`src/rtl/lfsr_sram_ctrl_if.sv`:
```
// K-mer handshake, datapath strobes and dual-port SRAM controls for the LFSR/SRAM sequencer.
// The controller side uses the slave modport; the k-mer source and datapath side uses master.
interface lfsr_sram_ctrl_if;
  logic       kmer_valid;
  logic [7:0] kmer_pos;
  logic       kmer_last;
  logic       kmer_ready;
  logic       en_lfsr;
  logic       read_add;
  logic       get_row;
  logic       set_row;
  logic       csb1;
  logic       oeb1;
  logic       web1;
  logic       csb2;
  logic       oeb2;
  logic       web2;

  modport master (
    output kmer_valid, kmer_pos, kmer_last,
    input  kmer_ready, en_lfsr, read_add, get_row, set_row,
    input  csb1, oeb1, web1, csb2, oeb2, web2
  );

  modport slave (
    input  kmer_valid, kmer_pos, kmer_last,
    output kmer_ready, en_lfsr, read_add, get_row, set_row,
    output csb1, oeb1, web1, csb2, oeb2, web2
  );
endinterface

```
`src/rtl/lfsr_sram_ctrl.sv`:
```
// Sequencer for the LFSR-hash / counting-SRAM datapath: one read-modify-write per k-mer,
// with out-of-range positions hashed but never written.
module lfsr_sram_ctrl #(
  parameter int READ_LAT = 1,
  parameter int MAX_POS  = 212,
  parameter int CNT_W    = 16
) (
  input  logic             clk,
  input  logic             reset,
  input  logic             enable,
  lfsr_sram_ctrl_if.slave  bus,
  output logic             busy,
  output logic             done,
  output logic [CNT_W-1:0] kmer_cnt,
  output logic [CNT_W-1:0] drop_cnt
);

  typedef enum logic [2:0] {IDLE, HASH, ADDR, READ, GET, SET, WRITE} state_t;

  localparam logic [8:0] MAX_POS_W = 9'(MAX_POS);
  localparam logic [1:0] LAT_LOAD  = 2'(READ_LAT - 1);
  localparam logic [CNT_W-1:0] CNT_MAX = {CNT_W{1'b1}};

  state_t     state;
  state_t     state_nxt;
  logic [7:0] pos_q;
  logic       last_q;
  logic [1:0] lat_cnt;
  logic       ready;
  logic       accept;
  logic       drop;

  assign ready  = (state == IDLE) && enable;
  assign accept = bus.kmer_valid && ready;
  assign drop   = ({1'b0, pos_q} >= MAX_POS_W);
  assign busy   = (state != IDLE);

  always_ff @(posedge clk or posedge reset) begin
    if (reset) state <= IDLE;
    else       state <= state_nxt;
  end

  always_comb begin
    state_nxt = state;
    case (state)
      IDLE:    if (accept) state_nxt = HASH;
      HASH:    state_nxt = drop ? IDLE : ADDR;
      ADDR:    state_nxt = READ;
      READ:    if (lat_cnt == 2'd0) state_nxt = GET;
      GET:     state_nxt = SET;
      SET:     state_nxt = WRITE;
      WRITE:   state_nxt = IDLE;
      default: state_nxt = IDLE;
    endcase
  end

  // Moore decode; SRAM controls idle high so an async reset releases both ports at once.
  always_comb begin
    bus.kmer_ready = ready;
    bus.en_lfsr    = 1'b0;
    bus.read_add   = 1'b0;
    bus.get_row    = 1'b0;
    bus.set_row    = 1'b0;
    bus.csb1       = 1'b1;
    bus.oeb1       = 1'b1;
    bus.web1       = 1'b1;
    bus.csb2       = 1'b1;
    bus.oeb2       = 1'b1;
    bus.web2       = 1'b1;
    case (state)
      HASH: bus.en_lfsr  = 1'b1;
      ADDR: bus.read_add = 1'b1;
      READ: begin
        bus.csb1 = 1'b0;
        bus.oeb1 = 1'b0;
      end
      GET: begin
        bus.get_row = 1'b1;
        bus.csb1    = 1'b0;
        bus.oeb1    = 1'b0;
      end
      SET:   bus.set_row = 1'b1;
      WRITE: begin
        bus.csb2 = 1'b0;
        bus.web2 = 1'b0;
      end
      default: ;
    endcase
  end

  always_ff @(posedge clk or posedge reset) begin
    if (reset) begin
      pos_q  <= 8'd0;
      last_q <= 1'b0;
    end else if (accept) begin
      pos_q  <= bus.kmer_pos;
      last_q <= bus.kmer_last;
    end
  end

  // Loaded one cycle early so READ lasts exactly READ_LAT cycles.
  always_ff @(posedge clk or posedge reset) begin
    if (reset)                                    lat_cnt <= 2'd0;
    else if (state == ADDR)                       lat_cnt <= LAT_LOAD;
    else if (state == READ && lat_cnt != 2'd0)    lat_cnt <= lat_cnt - 2'd1;
  end

  always_ff @(posedge clk or posedge reset) begin
    if (reset) begin
      kmer_cnt <= '0;
      drop_cnt <= '0;
      done     <= 1'b0;
    end else begin
      if (state == WRITE && kmer_cnt != CNT_MAX)        kmer_cnt <= kmer_cnt + 1'b1;
      if (state == HASH && drop && drop_cnt != CNT_MAX) drop_cnt <= drop_cnt + 1'b1;
      done <= last_q && ((state == WRITE) || (state == HASH && drop));
    end
  end

endmodule

```
`src/flat_wrapper.sv`:
```
// flat-port wrapper written by rule: the top's interface ports become plain ports
module lfsr_sram_ctrl_flat 
#(
  parameter int READ_LAT = 1,
  parameter int MAX_POS  = 212,
  parameter int CNT_W    = 16
)
  (clk, reset, enable, busy, done, kmer_cnt, drop_cnt, bus_kmer_valid, bus_kmer_pos, bus_kmer_last, bus_kmer_ready, bus_en_lfsr, bus_read_add, bus_get_row, bus_set_row, bus_csb1, bus_oeb1, bus_web1, bus_csb2, bus_oeb2, bus_web2);
  lfsr_sram_ctrl_if bus_i ();
  input  logic clk;
  input  logic reset;
  input  logic enable;
  output logic busy;
  output logic done;
  output logic [CNT_W-1:0] kmer_cnt;
  output logic [CNT_W-1:0] drop_cnt;
  input wire logic [$bits(bus_i.kmer_valid)-1:0] bus_kmer_valid;
  input wire logic [$bits(bus_i.kmer_pos)-1:0] bus_kmer_pos;
  input wire logic [$bits(bus_i.kmer_last)-1:0] bus_kmer_last;
  output wire logic [$bits(bus_i.kmer_ready)-1:0] bus_kmer_ready;
  output wire logic [$bits(bus_i.en_lfsr)-1:0] bus_en_lfsr;
  output wire logic [$bits(bus_i.read_add)-1:0] bus_read_add;
  output wire logic [$bits(bus_i.get_row)-1:0] bus_get_row;
  output wire logic [$bits(bus_i.set_row)-1:0] bus_set_row;
  output wire logic [$bits(bus_i.csb1)-1:0] bus_csb1;
  output wire logic [$bits(bus_i.oeb1)-1:0] bus_oeb1;
  output wire logic [$bits(bus_i.web1)-1:0] bus_web1;
  output wire logic [$bits(bus_i.csb2)-1:0] bus_csb2;
  output wire logic [$bits(bus_i.oeb2)-1:0] bus_oeb2;
  output wire logic [$bits(bus_i.web2)-1:0] bus_web2;
  assign bus_i.kmer_valid = bus_kmer_valid;
  assign bus_i.kmer_pos = bus_kmer_pos;
  assign bus_i.kmer_last = bus_kmer_last;
  assign bus_kmer_ready = bus_i.kmer_ready;
  assign bus_en_lfsr = bus_i.en_lfsr;
  assign bus_read_add = bus_i.read_add;
  assign bus_get_row = bus_i.get_row;
  assign bus_set_row = bus_i.set_row;
  assign bus_csb1 = bus_i.csb1;
  assign bus_oeb1 = bus_i.oeb1;
  assign bus_web1 = bus_i.web1;
  assign bus_csb2 = bus_i.csb2;
  assign bus_oeb2 = bus_i.oeb2;
  assign bus_web2 = bus_i.web2;
  lfsr_sram_ctrl #(.READ_LAT(READ_LAT), .MAX_POS(MAX_POS), .CNT_W(CNT_W)) u_core (.clk(clk), .reset(reset), .enable(enable), .bus(bus_i), .busy(busy), .done(done), .kmer_cnt(kmer_cnt), .drop_cnt(drop_cnt));
endmodule
```
`config.mk`:
```
export PLATFORM = sky130hd
export DESIGN_NAME = lfsr_sram_ctrl_flat
export DESIGN_NICKNAME = d
export VERILOG_FILES = /design/src/rtl/lfsr_sram_ctrl_if.sv /design/src/rtl/lfsr_sram_ctrl.sv /design/src/flat_wrapper.sv
export SDC_FILE = /design/constraint.sdc
export NUM_CORES = 1
export LEC_CHECK = 0
export ABC_AREA = 1
export CAP_MARGIN = 20
export CORE_ASPECT_RATIO = 0.6
export CORE_MARGIN = 2
export CORE_UTILIZATION = 50
export DETAILED_ROUTE_END_ITERATION = 8
export PLACE_DENSITY_LB_ADDON = 0.12
export SLEW_MARGIN = 20
export SYNTH_ARGS = -nofsm -noshare
export SYNTH_HDL_FRONTEND = slang
export SYNTH_SLANG_ARGS = --single-unit
```
`constraint.sdc`:
```
create_clock -name clk -period 1.6 [get_ports clk]
set_input_delay 0.32 -clock clk [delete_from_list [all_inputs] [get_ports clk]]
set_output_delay 0.32 -clock clk [all_outputs]
set_load 0.02 [all_outputs]
```
==> flow_summary.toml, run 1 <==
[run_status]
status = "completed"

[synth]
ys_seq_elements = 45
synth-main-ff-cell = "dfrtp_1"
synth_cells = 386
synth-seq-area-share_pct = 40.78
yosys_warnings = 0
synth.distinct_cells = 30
postSynth.asyncResetShare_pct = 100.0
synth.avg_cell_area_um2 = 7.154
synth.top_cell.area_share_pct = 40.78
yosysMostFrequentCell = "nand2_1"
synth.cell_area_um2 = 2761
synth_area_leaders = "dfrtp_1 (41%), nand2_1 (21%), o21ai_0 (6.2%)"
synth_edf_count = 0
synth_common_cells = "nand2_1 (152), dfrtp_1 (45), inv_1 (36)"
yosysTopAreaCell = "dfrtp_1"

[drt]
first_pass_iters = 5
ant_nets = 0
via_per_inst = 5.062
num_vias = 2703
routedWlPerCell_um = 12.77
drt-met1-wl_mm = 3.419
wl_met3_um = 427
route.detailed.drc = 0
wl_met2_mm = 2.907
top_layer = "met4"
dr.first_iter.drc_count = 250
routed_wl_mm = 6.819

[final_layout]
diodes = 0
fillerInstances = 448
layout-drive-gt1-share_pct = 18.59
area_growth_pct = 31.99
stdcell_area_um2 = 3645
fin_nets = 483

[setup_path]
r2r_cells = 8
cpLargestDelayFamily = "flip-flops"
crit_chain = "inv_2 -> nand2_1 -> nor2_2 -> buf_4"
startpoint_type = "flip-flop"
cp.depth = 4
arrival_ps = 1250
cp_max_fo = 5
worst-path-buf-inv = 2
cp_slowest_cell = "dfrtp_2"
crit_path_end_kind = "output pin"
crit_type = "flip-flop to output pin"
required_ps = 1280
crit_path_max_incr_delay_ps = 450

[timing]
finalHoldViolCount = 0
grt_setup_unrepaired = "yes"
finalMaxSlewViolations = 0
fin_crit_ps = 1566
worst_slew_pin_slew_ps = 498.3
fin_skew_ps = 10.08
setup_viol = 0
max_slew_margin_pct = 66.58
worst_slack_ps = 33.51
post-route-period-util_pct = 97.91
clock.fmax_mhz = 638.4

[pwr]
cellPowerDensity_nw_per_um2 = 1087
vdd_drop_max_uv = 837.7
p_leak_nw = 1.913

[die]
die_w_um = 99.94
design.die.area_um2 = 6153
core-area_um2 = 5180
std_cell_rows = 20
io_pins = 58
initial_core_util_pct = 53.31
die_h_um = 61.57

[placed_design]
place_congestion = 0.9572
dp_hpwl_mm = 5.160
place_area_um2 = 3526
dp_slack_ps = -268.5
io_buffers = 53

[cts]
path_clk_slew_ps = 90
cts_sinks = 45
tritoncts = "yes"
htree_levels = 2
cts_buffers = 5
clock_path_buffers = 2
cts_root_buffer = "clkbuf_8"
insertion_delay_ps = 300

[global_routing]
grt_max_degree = 22
antenna_found_initial = 0
grt_pass1_wl_mm = 11.24
grt_usage_pct = 23.46
grt_pass1_vias = 2417
grt.overflow.total = 0

[hold_path]
hold_path_class = "primary input to asynchronous set/reset pin"

[job]
cap_viol_max_count = 0
## worst register-to-register path, delay by kind of cell, from the launching register on
family | cells | cell delay (ps)
buffers and inverters | 3 | 390
AO/OA/AOI/OAI | 1 | 160
AND/OR/NAND/NOR | 4 | 420
flip-flops | 1 | 450
## cell usage in the layout, fill, tap and decap left out, types with 2 or more instances in the layout
cell type        count
buf_4               35
nand3_1             15
nand2_2              5
xnor2_1             10
o21ai_0             29
buf_12               2
nor2_2               5
dfrtp_2              8
inv_1               32
xor2_1               4
buf_2                4
o21ai_1              7
nor2_1              32
dfrtp_1             37
ha_1                 2
clkdlybuf4s50_1     11
nand4_1             11
nand2_1            152
inv_2                6
conb_1               2
clkbuf_8             6
nor2_4               4
dlygate4sd2_1       31
## where the power goes
| group | internal, mW | total (mW) | switching, mW |
|---|---|---|---|
| registers | 1.35 | 1.56 | 0.211 |
| clock network | 0.510 | 0.908 | 0.398 |
| logic | 0.651 | 1.50 | 0.846 |
## worst paths after layout
path                                   start                 end  slack (ps)
max                          u_core.state[1]         bus_set_row          30
min                                    reset  u_core.kmer_cnt[7]         290
max reg2reg                  u_core.state[1]  u_core.drop_cnt[7]          70
min reg2reg                u_core.lat_cnt[0]   u_core.lat_cnt[0]         500
max in group asynchronous              reset  u_core.drop_cnt[0]         870
min in group clk           u_core.lat_cnt[0]   u_core.lat_cnt[0]         500
## sequential cells by signal, summed over array words and instances (netlist names)
register / cells
u_core.state: 3
u_core.pos_q: 6
u_core.drop_cnt: 16
u_core.done: 1
u_core.last_q: 1
u_core.kmer_cnt: 16
u_core.lat_cnt: 2
## layer usage
layer  vias up  track usage (%)
met5         -                0
met2        80            35.14
li1       1371                -
met4         0            7.241
met3         8            4.313
met1      1244            34.98
## cell type report
class	instances	area (µm²)	share of cell area, %
clock buffer	7	86.33	2.369
clock inverter	1	30.03	0.8239
inverter	40	152.6	4.188
multi-input combinational	290	1429	39.20
sequential	45	1136	31.17
tap	66	82.58	2.266
timing repair buffer	85	728.2	19.98
## repair_timing
item | in CTS | in global routing
pin swaps | 2 | 0
endpoints found under the setup margin | 43 | 37
buffers inserted | 0 | 5
gates resized for setup | 76 | 21
hold buffers | 0 | 0
## per-stage QoR
stage / hold slack (ps) / instances / util, % / total power, mW / setup TNS, ps
floorplan: 441.0 / 387 / - / 2.363 / 0
global placement: 480.8 / 521 / 68.07 / 2.969 / -454.9
detailed placement: 484.9 / 521 / 68.07 / 3.030 / -862.3
CTS: 301.5 / 529 / 68.79 / 3.842 / -0.5470
global route: 321.6 / 534 / 70.36 / 4.204 / -101.2
finish: 288.5 / 534 / 70.36 / 3.963 / 0
## logic make-up (layout without fill, tap and decap cells)
logic type	after synthesis	after routing	synth area share, %
simple gates	233	233	37.43
buf+inv	52	133	8.835
flops	45	45	40.78
compound gates	38	38	7.023
xor+xnor	14	14	4.440
fa+ha+maj	3	3	1.359
other cells	1	2	0.1358
(Power assumes the default switching activity.)
==> run 2: changes to the inputs <==
REMOVE_ABC_BUFFERS = 1   (was not set)
==> run 2 against run 1 <==
  * The flow now finishes with violations (setup timing)
  * Die area did not move
  * Routed wire length is 5.7% higher
  * Cell area rose by 2.0%
  * Cell count increased by 1.1%
  * Combinational power up 11%
  * Count of clock-buffer cells in the layout unchanged
  * Largest cell class unchanged
  * Largest power group is now combinational logic
==> flow_summary.toml, run 2 (synthesis gave the netlist of run 1 again) <==
[final_layout]
layout-drive-gt1-share_pct = 19.83
multi_input_area_um2 = 1451
reg_top3 = "u_core.drop_cnt (16), u_core.kmer_cnt (16), u_core.pos_q (6)"
area.sequential_um2 = 1132
mostFrequentLayoutCell = "nand2_1"
postLayoutCoreUtil_pct = 71.79
mostFrequentLayoutCells = "nand2_1 (149), dfrtp_1 (40), buf_4 (37), inv_1 (32), dlygate4sd2_1 (32)"
diodes = 0
fin_nets = 489
fillerInstances = 450
area_growth_pct = 34.66

[cts]
path_clk_slew_ps = 90
cts_buffers = 5
htree_levels = 2
cts_root_buffer = "clkbuf_8"
clock_path_buffers = 2
tritoncts = "yes"
insertion_delay_ps = 300
cts_sinks = 45

[drt]
routed_wl_mm = 7.209
dr.first_iter.drc_count = 248
route.detailed.drc = 0
routedWlPerCell_um = 13.35
ant_nets = 0
first_pass_iters = 5
num_vias = 2733
via_per_inst = 5.061

[setup_path]
crit_path_max_incr_delay_ps = 460
startpoint_type = "flip-flop"
arrival_ps = 1280
cp_max_fo = 5
crit_type = "flip-flop to output pin"
cp_slowest_cell = "dfrtp_2"
path_common_cell = "buf_4"
crit_path_end_kind = "output pin"
required_ps = 1280
crit_chain = "buf_4 -> nor3_4 -> nor2_2 -> buf_4"
cpLargestDelayFamily = "flip-flops"
worst-path-buf-inv = 2

[global_routing]
grt_pass1_vias = 2389
antenna_found_initial = 0
grt_max_degree = 40
use_met1_pct = 36.05
top_usage_layer = "met1"
grtUsageMet2_pct = 34.75
grt_pass1_wl_mm = 11.22
grt_usage_pct = 23.89
grt.overflow.total = 0
use_met3_pct = 5.108

[pwr]
p_clk_share_pct = 22.1
vdd_drop_max_uv = 748.8
switchingPower_mw = 1.505
cellPowerDensity_nw_per_um2 = 1102
seq_power_share_pct = 37.1
p_sw_share_pct = 36.72
power_frac_comb_pct = 40.7
p_leak_nw = 1.961
cellInternalPower_mw = 2.594

[timing]
fin_tns_setup_ps = -2.765
hold_ws_ps = 217.7
grt_setup_unrepaired = "yes"
finalHoldViolCount = 0
setup_viol = 2
fin_skew_ps = 5.257
clock.fmax_mhz = 624.4
post-route-period-util_pct = 100.1
fin_crit_ps = 1602
worst_slack_ps = -1.576
finalMaxSlewViolations = 0

[die]
core-area_um2 = 5180
die_w_um = 99.94
io_pins = 58
die_h_um = 61.57
initial_core_util_pct = 53.31
design.die.area_um2 = 6153
std_cell_rows = 20

[placed_design]
place_congestion = 0.8878
dp_hpwl_mm = 5.034
io_buffers = 53
dp_slack_ps = -251.8

[job]
cap_viol_max_count = 0

[hold_path]
hold_path_class = "primary input to asynchronous set/reset pin"

[run_status]
status = "finished, violations left"
violations = "setup timing"
## run 2: changes by cell type in the layout (fill, tap and decap cells not counted), sizes merged
cell / before / now
buf: 42 / 48
clkdlybuf4s50: 11 / 10
dlygate4sd2: 31 / 32
## run 2: through the flow
stage               instances  power (mW)  cell area, µm²
floorplan                 375       2.290            2674
global placement          522       3.047            3510
detailed placement        522       3.081            3510
CTS                       531       3.882            3568
global route              540       4.356            3719
finish                    540       4.099            3719
## run 2: worst register-to-register path, stage by stage (launching register included)
cell and delay [ps]:
dfrtp_2 460, nor2_4 130, nand2_2 70, buf_4 130
buf_4 130, nor3b_4 240, buf_6 180, o21ai_1 70
nor2_1 100
## run 2: worst paths after layout
kind / startpoint / end / depth (start not counted) / slack [ps]
worst max register to register: u_core.state[0] / u_core.state[2] / 8 / 40
min in group clk: u_core.last_q / u_core.done / 2 / 480
worst min-delay path: reset / u_core.kmer_cnt[4] / 2 / 220
max in group asynchronous: reset / u_core.drop_cnt[6] / 3 / 900
worst max-delay path: u_core.state[0] / bus_csb1 / 4 / -2
worst min register to register: u_core.last_q / u_core.done / 2 / 480
## run 2: area by class of cell
class	instances	area share, %
timing repair buffer	91	21.06
inverter	40	4.105
multi-input combinational	290	39.03
sequential	45	30.45
tap	66	2.221
clock inverter	1	0.8075
clock buffer	7	2.322
## run 2: what timing repair did
item                                    4_1_cts  5_1_grt
hold buffers                                  0        0
setup buffers                                 1        8
gates cloned                                  0        1
endpoints found under the setup margin       47       47
pin swaps                                     2        5
gates resized for setup                      75       39
## run 2: power by group through the flow
stage	combinational (mW)	clock [mW]	sequential, mW
global placement	1.53	0	1.51
finish	1.67	0.908	1.52
CTS	1.46	0.916	1.51
floorplan	0.678	0	1.61
global route	1.84	0.964	1.55
detailed placement	1.56	0	1.52
## run 2: metal layers
| layer | vias up | wire, µm |
|---|---|---|
| met5 | - | 0 |
| met4 | 0 | 84 |
| met3 | 11 | 440 |
| met2 | 88 | 2949 |
| met1 | 1257 | 3735 |
| li1 | 1377 | - |
==> run 3: changes to the inputs <==
ABC_AREA = not set   (was 1)
CORE_UTILIZATION = 49   (was 50)
CTS_CLUSTER_DIAMETER = 80   (was not set)
==> run 3 against run 2 <==
  * The run still ends with setup timing left
  * Power is 15% higher
  * Cell count is 29% lower
  * First-iteration DRC count is 30% lower
  * Sequential cell count stayed put
  * Setup slack worse by 260 ps
  * Register-to-register slack worse by 260 ps
  * Fmax is 14% lower
  * Die area is 15% lower
  * Critical endpoint is now busy
  * Synthesized cell count is 47% lower
  * Largest power group unchanged
  * Sequential power hardly changed
  * Highest routed layer unchanged
==> flow_summary.toml, run 3 <==
[timing]
post-route-period-util_pct = 116.0
fin_crit_ps = 1857
worst_slack_ps = -256.6
fin_skew_ps = 10.02
finalMaxSlewViolations = 0
finalHoldViolCount = 0
clock.fmax_mhz = 538.6
setup_viol = 37
grt_setup_unrepaired = "yes"

[drt]
ant_nets = 0
first_pass_iters = 4
routed_wl_mm = 7.585
dr.first_iter.drc_count = 174
route.detailed.drc = 0
via_per_inst = 5.768
num_vias = 2209
routedWlPerCell_um = 19.80

[setup_path]
crit_path_end_kind = "output pin"
r2r-end = "u_core.drop_cnt[11]"
r2r_slack_ps = -220
required_ps = 1280
cp-endpoint = "busy"
r2r_cells = 6
r2r-start = "u_core.state[2]"
startpoint = "u_core.state[2]"
arrival_ps = 1540
startpoint_type = "flip-flop"
cp_max_fo = 3
crit_type = "flip-flop to output pin"

[final_layout]
layout-drive-gt1-share_pct = 42.50
fin_nets = 335
mostFrequentLayoutCell = "buf_4"
stdcell_area_um2 = 3851
area_growth_pct = 69.87
instances_no_fill = 383
diodes = 0
mostFrequentLayoutCells = "buf_4 (51), dfrtp_1 (44), dlygate4sd2_1 (31), buf_6 (21), xnor2_1 (14)"
reg_top3 = "u_core.drop_cnt (16), u_core.kmer_cnt (16), u_core.pos_q (6)"

[synth]
ys_seq_elements = 45
synth_top_family_by_area = "simple AND/OR/NAND/NOR gates"
synth-main-ff-cell = "dfrtp_1"
synthMuxAreaShare_pct = 4.470
synth.avg_cell_area_um2 = 11.17
synth_common_cells = "dfrtp_1 (45), xnor2_1 (16), xor2_1 (12)"
synthSimpleGateAreaFrac_pct = 18.82
synth.top_cell.area_share_pct = 49.67
synthAdderAreaFrac_pct = 1.656
synth.distinct_cells = 45
yosys.area_share.xor_xnor_pct = 10.82
synth_edf_count = 0
yosys_warnings = 0
yosysTopAreaCell = "dfrtp_1"
yosysMostFrequentCell = "dfrtp_1"
synth_cells = 203
synth-seq-area-share_pct = 49.67
synth_area_leaders = "dfrtp_1 (50%), xnor2_1 (6.2%), xor2_1 (4.6%)"
synth_compound_area_share_pct = 10.65
synth.cell_area_um2 = 2267
postSynth.asyncResetShare_pct = 100.0

[pwr]
vdd_drop_max_uv = 1184
cellPowerDensity_nw_per_um2 = 1228
p_leak_nw = 1.868
fin_total_pwr_mw = 4.728

[die]
die_h_um = 56.69
io_pins = 58
core-area_um2 = 4517
initial_core_util_pct = 50.19
design.die.area_um2 = 5205
die_w_um = 91.82
std_cell_rows = 19

[run_status]
status = "finished, violations left"
violations = "setup timing"

[global_routing]
antenna_found_initial = 0
grt_pass1_vias = 1969
grt.overflow.total = 0
grt_usage_pct = 25.12
grt_pass1_wl_mm = 9.970
grt_max_degree = 46

[cts]
tritoncts = "yes"
cts_sinks = 45
insertion_delay_ps = 320
clock_path_buffers = 2
cts_buffers = 5
cts_hold_buf = 0
htree_levels = 2
cts_root_buffer = "clkbuf_8"
path_clk_slew_ps = 100

[placed_design]
place_area_um2 = 3206
place_congestion = 0.8517
io_buffers = 53
dp_hpwl_mm = 4.066
dp_cells = 359

[hold_path]
hold_path_class = "primary input to asynchronous set/reset pin"

[job]
cap_viol_max_count = 0
run 3: cell types whose count changed after synthesis, sizes merged, moves of 6 or more:
cell / delta
and3: +8
and4: +6
inv: -32
mux2: +9
nand2: -148
nand3: -11
nand4: -6
nor2: -35
o21ai: -32
xnor2: +6
xor2: +8
run 3: layout make-up:
cell class	count	area (µm²)
Inverter	8	30.03
Clock inverter	3	68.82
Tap cell	63	78.83
Multi-Input combinational cell	141	1409
Timing Repair Buffer	118	1069
Fill cell	212	665.6
Clock buffer	5	68.82
Sequential cell	45	1127
run 3: logic make-up (layout without fill, tap and decap cells):
kind of cell | count (synthesis) | in the layout
adder cells (fa/ha/maj) | 3 | 3
XOR/XNOR | 28 | 28
flip-flops | 45 | 45
other | 1 | 2
AND/OR/NAND/NOR | 66 | 66
multiplexers | 9 | 9
AO/OA/AOI/OAI | 33 | 33
buffers and inverters | 18 | 134
run 3: repair_timing:
action	CTS	global route
hold endpoints to repair	0	0
endpoints found under the setup margin	71	42
pin swaps	15	28
buffers inserted	5	11
gates resized for setup	110	65
run 3: how the worst min path moves through the flow:
| stage | start | end | slack (ps) |
|---|---|---|---|
| CTS | reset | u_core.pos_q[3] | 360 |
| finish | reset | u_core.pos_q[3] | 340 |
| global placement | u_core.last_q | u_core.last_q | 460 |
| floorplan | u_core.last_q | u_core.last_q | 450 |
| detailed placement | u_core.last_q | u_core.last_q | 480 |
| global route | reset | u_core.pos_q[3] | 370 |
run 3: power breakdown:
part / leakage, nW / total (mW) / internal (mW) / switching [mW]
combinational: 1.20 / 2.11 / 1.10 / 1.01
sequential: 0.601 / 1.55 / 1.34 / 0.210
clock: 0.0687 / 1.07 / 0.629 / 0.440
total: 1.87 / 4.73 / 3.07 / 1.66
run 3: metrics by stage:
| step | hold WS, ps | TNS [ps] | utilization (%) | setup slack (ps) |
|---|---|---|---|---|
| global placement | 462.6 | -3635 | 70.97 | -244.6 |
| finish | 341.5 | -5106 | 85.26 | -256.6 |
| floorplan | 451.3 | -3385 | - | -309.8 |
| CTS | 362.4 | -1608 | 77.12 | -143.3 |
| detailed placement | 480.9 | -4419 | 70.97 | -247.9 |
| global route | 371.1 | -7169 | 85.26 | -317.4 |
run 3: metal layers:
layer  global-route usage (%)  part of all wire (%)  vias to the layer above
met2                    35.50                    48                       94
met5                        0                     0                        -
met3                    4.966                   5.1                       19
met4                    7.676                   2.2                        0
met1                    38.88                    44                     1119
li1                         -                     -                      977
run 3: worst max-delay path, stage by stage (launching register included):
cell     delay (ps)
dfrtp_1         440
buf_4           160
or3_4           360
buf_6           140
buf_6           120
